**config.mk**
```make
export PLATFORM = sky130hd
export DESIGN_NAME = serdes_tx_arbiter
export DESIGN_NICKNAME = d
export VERILOG_FILES = /design/src/rtl/serdes_tx_arbiter.sv
export SDC_FILE = /design/constraint.sdc
export NUM_CORES = 1
export LEC_CHECK = 0
export BUFFER_PORTS_ARGS = -buffer_cell sky130_fd_sc_hd__buf_2
export CELL_PAD_IN_SITES_DETAIL_PLACEMENT = 0
export CELL_PAD_IN_SITES_GLOBAL_PLACEMENT = 1
export CORE_ASPECT_RATIO = 1.4
export CORE_MARGIN = 2
export CORE_UTILIZATION = 35
export DETAILED_ROUTE_END_ITERATION = 16
export PLACE_DENSITY_LB_ADDON = 0.12
export SYNTH_ARGS = -nofsm -noshare
export SYNTH_HDL_FRONTEND = slang
export SYNTH_SLANG_ARGS = --single-unit
```
**constraint.sdc**
```tcl
create_clock -name Clock -period 3.5 [get_ports Clock]
set_clock_uncertainty 0.2 [all_clocks]
set_input_delay 0.875 -clock Clock [delete_from_list [all_inputs] [get_ports Clock]]
set_output_delay 0.875 -clock Clock [all_outputs]
set_load 0.03 [all_outputs]
```
**src/rtl/serdes_tx_arbiter.sv**
```systemverilog
// Four-requester round-robin burst arbiter feeding a SerDes parallel input.
// A grant holds for one burst; words are registered onto ParDataOut on accept.
module serdes_tx_arbiter #(
    parameter int DWid     = 32,
    parameter int MaxBurst = 8
) (
    input  logic              Clock,
    input  logic              Reset,
    input  logic [3:0]        ReqIn,
    input  logic [3:0]        LastIn,
    input  logic [4*DWid-1:0] DataIn,
    input  logic              TxFull,
    output logic [3:0]        GntOut,
    output logic [3:0]        AckOut,
    output logic [DWid-1:0]   ParDataOut,
    output logic              ParValidOut,
    output logic [1:0]        SrcIdOut
);

    typedef enum logic [1:0] {
        IDLE  = 2'd0,
        GRANT = 2'd1,
        XFER  = 2'd2
    } state_t;

    localparam logic [7:0] MaxCnt = 8'(MaxBurst);

    state_t          state_q, state_d;
    logic [3:0]      gnt_q, gnt_d;
    logic [1:0]      idx_q, idx_d;
    logic [1:0]      ptr_q, ptr_d;
    logic [7:0]      bcnt_q, bcnt_d;
    logic [DWid-1:0] data_q, data_d;
    logic            valid_q, valid_d;
    logic [1:0]      src_q, src_d;

    logic [1:0]      win;
    logic            win_found;
    logic [1:0]      cand;
    logic            accept;
    logic            withdrawn;
    logic            burst_end;
    logic [7:0]      bcnt_inc;
    logic [DWid-1:0] word_g;

    // Round-robin search: first requester at or after the pointer, wrapping.
    always_comb begin
        win       = ptr_q;
        win_found = 1'b0;
        cand      = ptr_q;
        for (int i = 0; i < 4; i++) begin
            cand = ptr_q + i[1:0];
            if (!win_found && ReqIn[cand]) begin
                win       = cand;
                win_found = 1'b1;
            end
        end
    end

    // Granted requester's word, accept strobe and burst termination.
    always_comb begin
        word_g    = DataIn[idx_q*DWid +: DWid];
        AckOut    = gnt_q & ReqIn & {4{~TxFull}};
        accept    = |AckOut;
        bcnt_inc  = bcnt_q + 8'd1;
        withdrawn = (state_q == XFER) && !ReqIn[idx_q];
        burst_end = withdrawn
                  || (accept && (LastIn[idx_q] || (bcnt_inc == MaxCnt)));
    end

    // Next-state and datapath update; ParValidOut pulses only after an accept.
    always_comb begin
        state_d = state_q;
        gnt_d   = gnt_q;
        idx_d   = idx_q;
        ptr_d   = ptr_q;
        bcnt_d  = bcnt_q;
        data_d  = data_q;
        src_d   = src_q;
        valid_d = 1'b0;
        unique case (state_q)
            IDLE: begin
                if (win_found) begin
                    idx_d   = win;
                    state_d = GRANT;
                end
            end
            GRANT: begin
                gnt_d   = 4'b0001 << idx_q;
                bcnt_d  = 8'd0;
                state_d = XFER;
            end
            XFER: begin
                if (accept) begin
                    data_d  = word_g;
                    src_d   = idx_q;
                    valid_d = 1'b1;
                    bcnt_d  = bcnt_inc;
                end
                if (burst_end) begin
                    gnt_d   = 4'b0000;
                    ptr_d   = idx_q + 2'd1;
                    state_d = IDLE;
                end
            end
            default: begin
                gnt_d   = 4'b0000;
                state_d = IDLE;
            end
        endcase
    end

    // State and output registers with asynchronous clear.
    always_ff @(posedge Clock or posedge Reset) begin
        if (Reset) begin
            state_q <= IDLE;
            gnt_q   <= 4'b0000;
            idx_q   <= 2'd0;
            ptr_q   <= 2'd0;
            bcnt_q  <= 8'd0;
            data_q  <= '0;
            valid_q <= 1'b0;
            src_q   <= 2'd0;
        end else begin
            state_q <= state_d;
            gnt_q   <= gnt_d;
            idx_q   <= idx_d;
            ptr_q   <= ptr_d;
            bcnt_q  <= bcnt_d;
            data_q  <= data_d;
            valid_q <= valid_d;
            src_q   <= src_d;
        end
    end

    assign GntOut      = gnt_q;
    assign ParDataOut  = data_q;
    assign ParValidOut = valid_q;
    assign SrcIdOut    = src_q;

endmodule
```
* Word level (Yosys, flattened, before mapping)
Cells that the tools add are included.
** Storage, ports and cells
- Word-level logic and storage cells :: 78
- Register bits after elaboration :: 53
- Output and inout bits :: 43
- Bits of input ports :: 139
** Operators by class
- Bitwise operators :: 4
- Shifts and indexed selects :: 2
- Muxes and demuxes :: 28
- Add/subtract/negate cells :: 5
- Order comparisons :: 5
- Reduce and logical (&&, ||, !) cells :: 20
- Eq/ne operators :: 6
** Operators with widths (number)
- $shiftx A128 B8 Y32 :: 1
- $pmux W8 S2 :: 1
- $lt A2 B3 Y1 const B :: 5
- $bmux W1 S2 :: 6
- $mux W1 :: 12
- $pmux W4 S3 :: 1
- $reduce_and A2 Y1 :: 6
- $mux W2 :: 5
- $add A8 B1 Y8 const B :: 1
- $and A4 B4 Y4 :: 2
- $eq A8 B4 Y1 const B :: 1
- $mux W8 :: 1
- $ne A2 B2 Y1 const B :: 3
- $pmux W2 S3 :: 1
- $logic_and A1 B1 Y1 :: 5
- $add A2 B1 Y2 const B :: 2
- $add A2 B2 Y2 const B :: 2
- $logic_not A1 Y1 :: 4
- $mux W4 :: 1
- $reduce_or A4 Y1 :: 1
- $shl A1 B2 Y4 const A :: 1
- $eq A2 B1 Y1 const B :: 1
- $eq A2 B2 Y1 const B :: 1
- $logic_not A2 Y1 :: 1
- other kinds (3) :: 5

* Depth between registers and ports, before layout
- Depth after elaboration :: 14
- Mapped depth :: 8
- Depth with buffers taken out :: 6

* Least setup slack after synthesis
OpenSTA, ideal clock, no wires.
- Path kind :: in2out
- From :: in TxFull
- To :: out AckOut[0]
- Buffers on the path :: 0
- Data required time :: 2.425 ns
- Slack :: 1.107 ns
- Stages on the path :: 2
- Arrival :: 1.318 ns
- Cells stage by stage :: inv_1 > and3_1
** On the way
- Longest elaborated chain between the ends :: 2
** RTL lines
- start, declared :: line 12 : input logic TxFull,
- $not A1 Y1 :: line 63 : AckOut = gnt_q & ReqIn & {4{~TxFull}};
- $and A4 B4 Y4 :: line 63
- end, declared :: line 14 : output logic [3:0] AckOut,
No other way between the ends.

* Worst setup path after layout
- From :: in TxFull
- To :: out AckOut[3]
Same word-level chain as after synthesis.

==> run summary <==
Core Box Area -> 9300 um^2
Die Y -> 119 um
Max Cap Viol -> 0
TritonCTS Buffers -> 5
Min-Delay Path Depth -> 2
Layout cells sized above 1 -> 0.475
Tmin final -> 2.55 ns
Ys Warns -> 0
Sequential power share -> 0.317
Iteration-0 DRC Markers -> 153
Buffers on Ports -> 181
Top Ports -> 182
Die ar. -> 10200 um^2
Post-route setup TNS -> 0 ns
Antenna violations before repair -> 0
DRT Pass-1 Iters -> 6
N_diodes -> 0
Avg Vias per Cell -> 5.13
Initial core utilization -> 0.355
Met1 Routed Length -> 3690 um
Number of synthesized register bits -> 53
Clk pwr share -> 0.140
RSZ-0062 raised after global routing -> no
PwrDens -> 779 nW/um^2
Die width -> 86.1 um
Syn Std Cell Area -> 3300 um^2
CP max FO -> 7
Final period utilization -> 0.729
Post CTS Setup Buffer Count -> 0
# rows -> 42
WL per Instance -> 15.3 um
Critical path class -> input port to output pin
Worst Max-Slew Pin Slew -> 0.682 ns
Placement Cell Area -> 4280 um^2
Status -> complete, no violations
Cells on worst reg2reg path -> 6
Sequential fraction of the synthesis area -> 0.401
Sw Ratio -> 0.449
Vias in the first global route -> 3145
Clock root buffer -> clkbuf_16
Peak Freq -> 392 MHz
CTS resizes -> 0
GRT overflow -> 0
Fillers -> 913
Final hold vios -> 0
Int Power -> 1.90 mW
Htree depth -> 2
Clk slew on worst S/H paths -> 0.07 ns
CP endpoint kind -> output pin
Synthesized net count -> 468
GRT Overall Usage -> 0.187
Yosys cell types -> 42
Setup crit start kind -> input port
Max rail drop VDD -> 0.272 mV
Residual DRC -> 0
Post-route ant nets -> 0
Post-Place Setup Slack -> 0.838 ns
Top_reg_cell synth -> dfrtp_1
Pin count of the biggest net entering global routing -> 54
EDFF count, synth -> 0
CTS Sinks -> 53
Final Cell Area -> 4420 um^2
Worst hold start -> ParDataOut[11]
Cell leakage power -> 2.30 nW
P_sw -> 1.55 mW
Required @ worst endpoint -> 2.42 ns
Slew Limit Fails -> 0
CTS max path bufs -> 2
Highest metal used -> met4
Syn Area/Cell -> 10.2 um^2
Worst relative slew slack -> 0.545
Detail Placement HPWL -> 7180 um
TritonCTS clock tree -> built
Routed met3 length -> 636 um
Cells after Synth -> 323
HP Class -> flip-flop to flip-flop
Worst R2R End -> GntOut[1]
RR Startpoint -> bcnt_q[0]
Via count -> 3103
FFs w/ async S/R, synth -> 1.00
Nets -> 639
Skew-Pair Late Insertion Delay -> 0.29 ns
Hold path endpoint -> ParDataOut[11]
CP arrival -> 1.48 ns
Reg-to-reg slack, setup -> 1.20 ns
GPL Wtd Cong -> 0.820
Setup-failing EPs final -> 0
Drt total wl -> 9280 um
Area Growth Syn to Fin -> 33.8%
# hold bufs at CTS -> 0
Gate power share -> 0.544
Final setup margin -> 0.950 ns
Final core occ -> 0.475
First-pass GRT wire length -> 15100 um
Metal2 WL -> 4690 um
[worst max path at each step]
| stage | start | to | slack, ns | cells past startpoint |
|---|---|---|---|---|
| floorplan | TxFull | AckOut[0] | 1.11 | 2 |
| global placement | ReqIn[1] | bcnt_q[7] | 0.86 | 7 |
| detailed placement | ReqIn[1] | bcnt_q[7] | 0.84 | 7 |
| CTS | TxFull | AckOut[3] | 0.95 | 4 |
| global route | TxFull | AckOut[0] | 0.89 | 4 |
| finish | TxFull | AckOut[3] | 0.95 | 4 |
[metal layers]
metal  global-route usage  vias to the layer above
met5                    0                        -
met4               0.0744                        0
met3               0.0347                       18
met2                0.309                      146
met1                0.239                     1452
li1                     -                     1487
[power groups by stage]
stage / logic, mW / registers (mW) / clock network (mW)
floorplan: 0.994 / 1.46 / 0
global placement: 1.89 / 1.10 / 0
detailed placement: 1.91 / 1.10 / 0
CTS: 1.91 / 1.09 / 0.500
global route: 2.06 / 1.14 / 0.521
finish: 1.87 / 1.09 / 0.481
[Yosys cell counts, types with 3 or more instances]
cell / number / area (um^2)
ha_1: 6 / 75.1
mux4_2: 34 / 766
nor2_1: 10 / 37.5
clkbuf_1: 4 / 15.0
and3_1: 5 / 31.3
nand2_1: 106 / 398
nand2b_1: 6 / 37.5
a21oi_1: 7 / 35.0
o21ai_0: 18 / 90.1
inv_1: 9 / 33.8
nor2b_1: 3 / 18.8
buf_1: 4 / 15.0
nand3_1: 6 / 30.0
buf_2: 13 / 65.1
dfrtp_1: 53 / 1330
o211ai_1: 4 / 30.0
nor3b_1: 4 / 30.0
[through the flow]
stage                     power [mW]  cells  hold WS [ns]
after floorplan                 2.46    323         0.293
after global placement          2.99    597         0.253
after detailed placement        3.00    597         0.258
after CTS                       3.50    605         0.275
after global routing            3.71    605         0.294
final                           3.45    605         0.271
[state kept, by name, indices dropped and copies added, names as in the netlist]
name,cells
ptr_q,2
ParValidOut,1
state_q,2
idx_q,2
bcnt_q,8
ParDataOut,32
SrcIdOut,2
GntOut,4
[area by class of cell]
type,instances,area (um^2),area share
clock buffer,7,133,0.0300
clock inverter,1,7.51,0.00170
inverter,9,33.8,0.00764
multi-input combinational,239,1840,0.416
sequential,53,1330,0.300
tap,110,138,0.0311
timing repair buffer,186,943,0.213
[critical path: stages]
cell    delay [ns]
buf_2         0.10
inv_1         0.14
and3_1        0.17
buf_2         0.19
[cell usage in the layout (no fill, tap or decap), drive strengths merged, types with 3 or more instances in the layout]
cell	netlist	final
inv	9	9
o211ai	4	4
mux4	34	34
nand2b	6	6
nor2	10	10
nand3	6	6
ha	6	6
a21oi	7	7
and3	6	6
nor3b	4	4
o21ai	19	19
nor2b	3	3
clkbuf	4	7
nand2	106	106
buf	18	186
dfrtp	53	53
[cells by family (layout without fill, tap and decap cells)]
group,after synthesis,after routing,share of synthesized area
buffers and inverters,31,203,0.0424
AOI/OAI and AO/OA,45,45,0.0897
adders and majority gates,6,6,0.0227
xor gates and xnor gates,3,3,0.00795
DFF,53,53,0.401
and+or+nand+nor,148,148,0.193
muxes,37,37,0.242
Power figures use the tool's default switching activity.
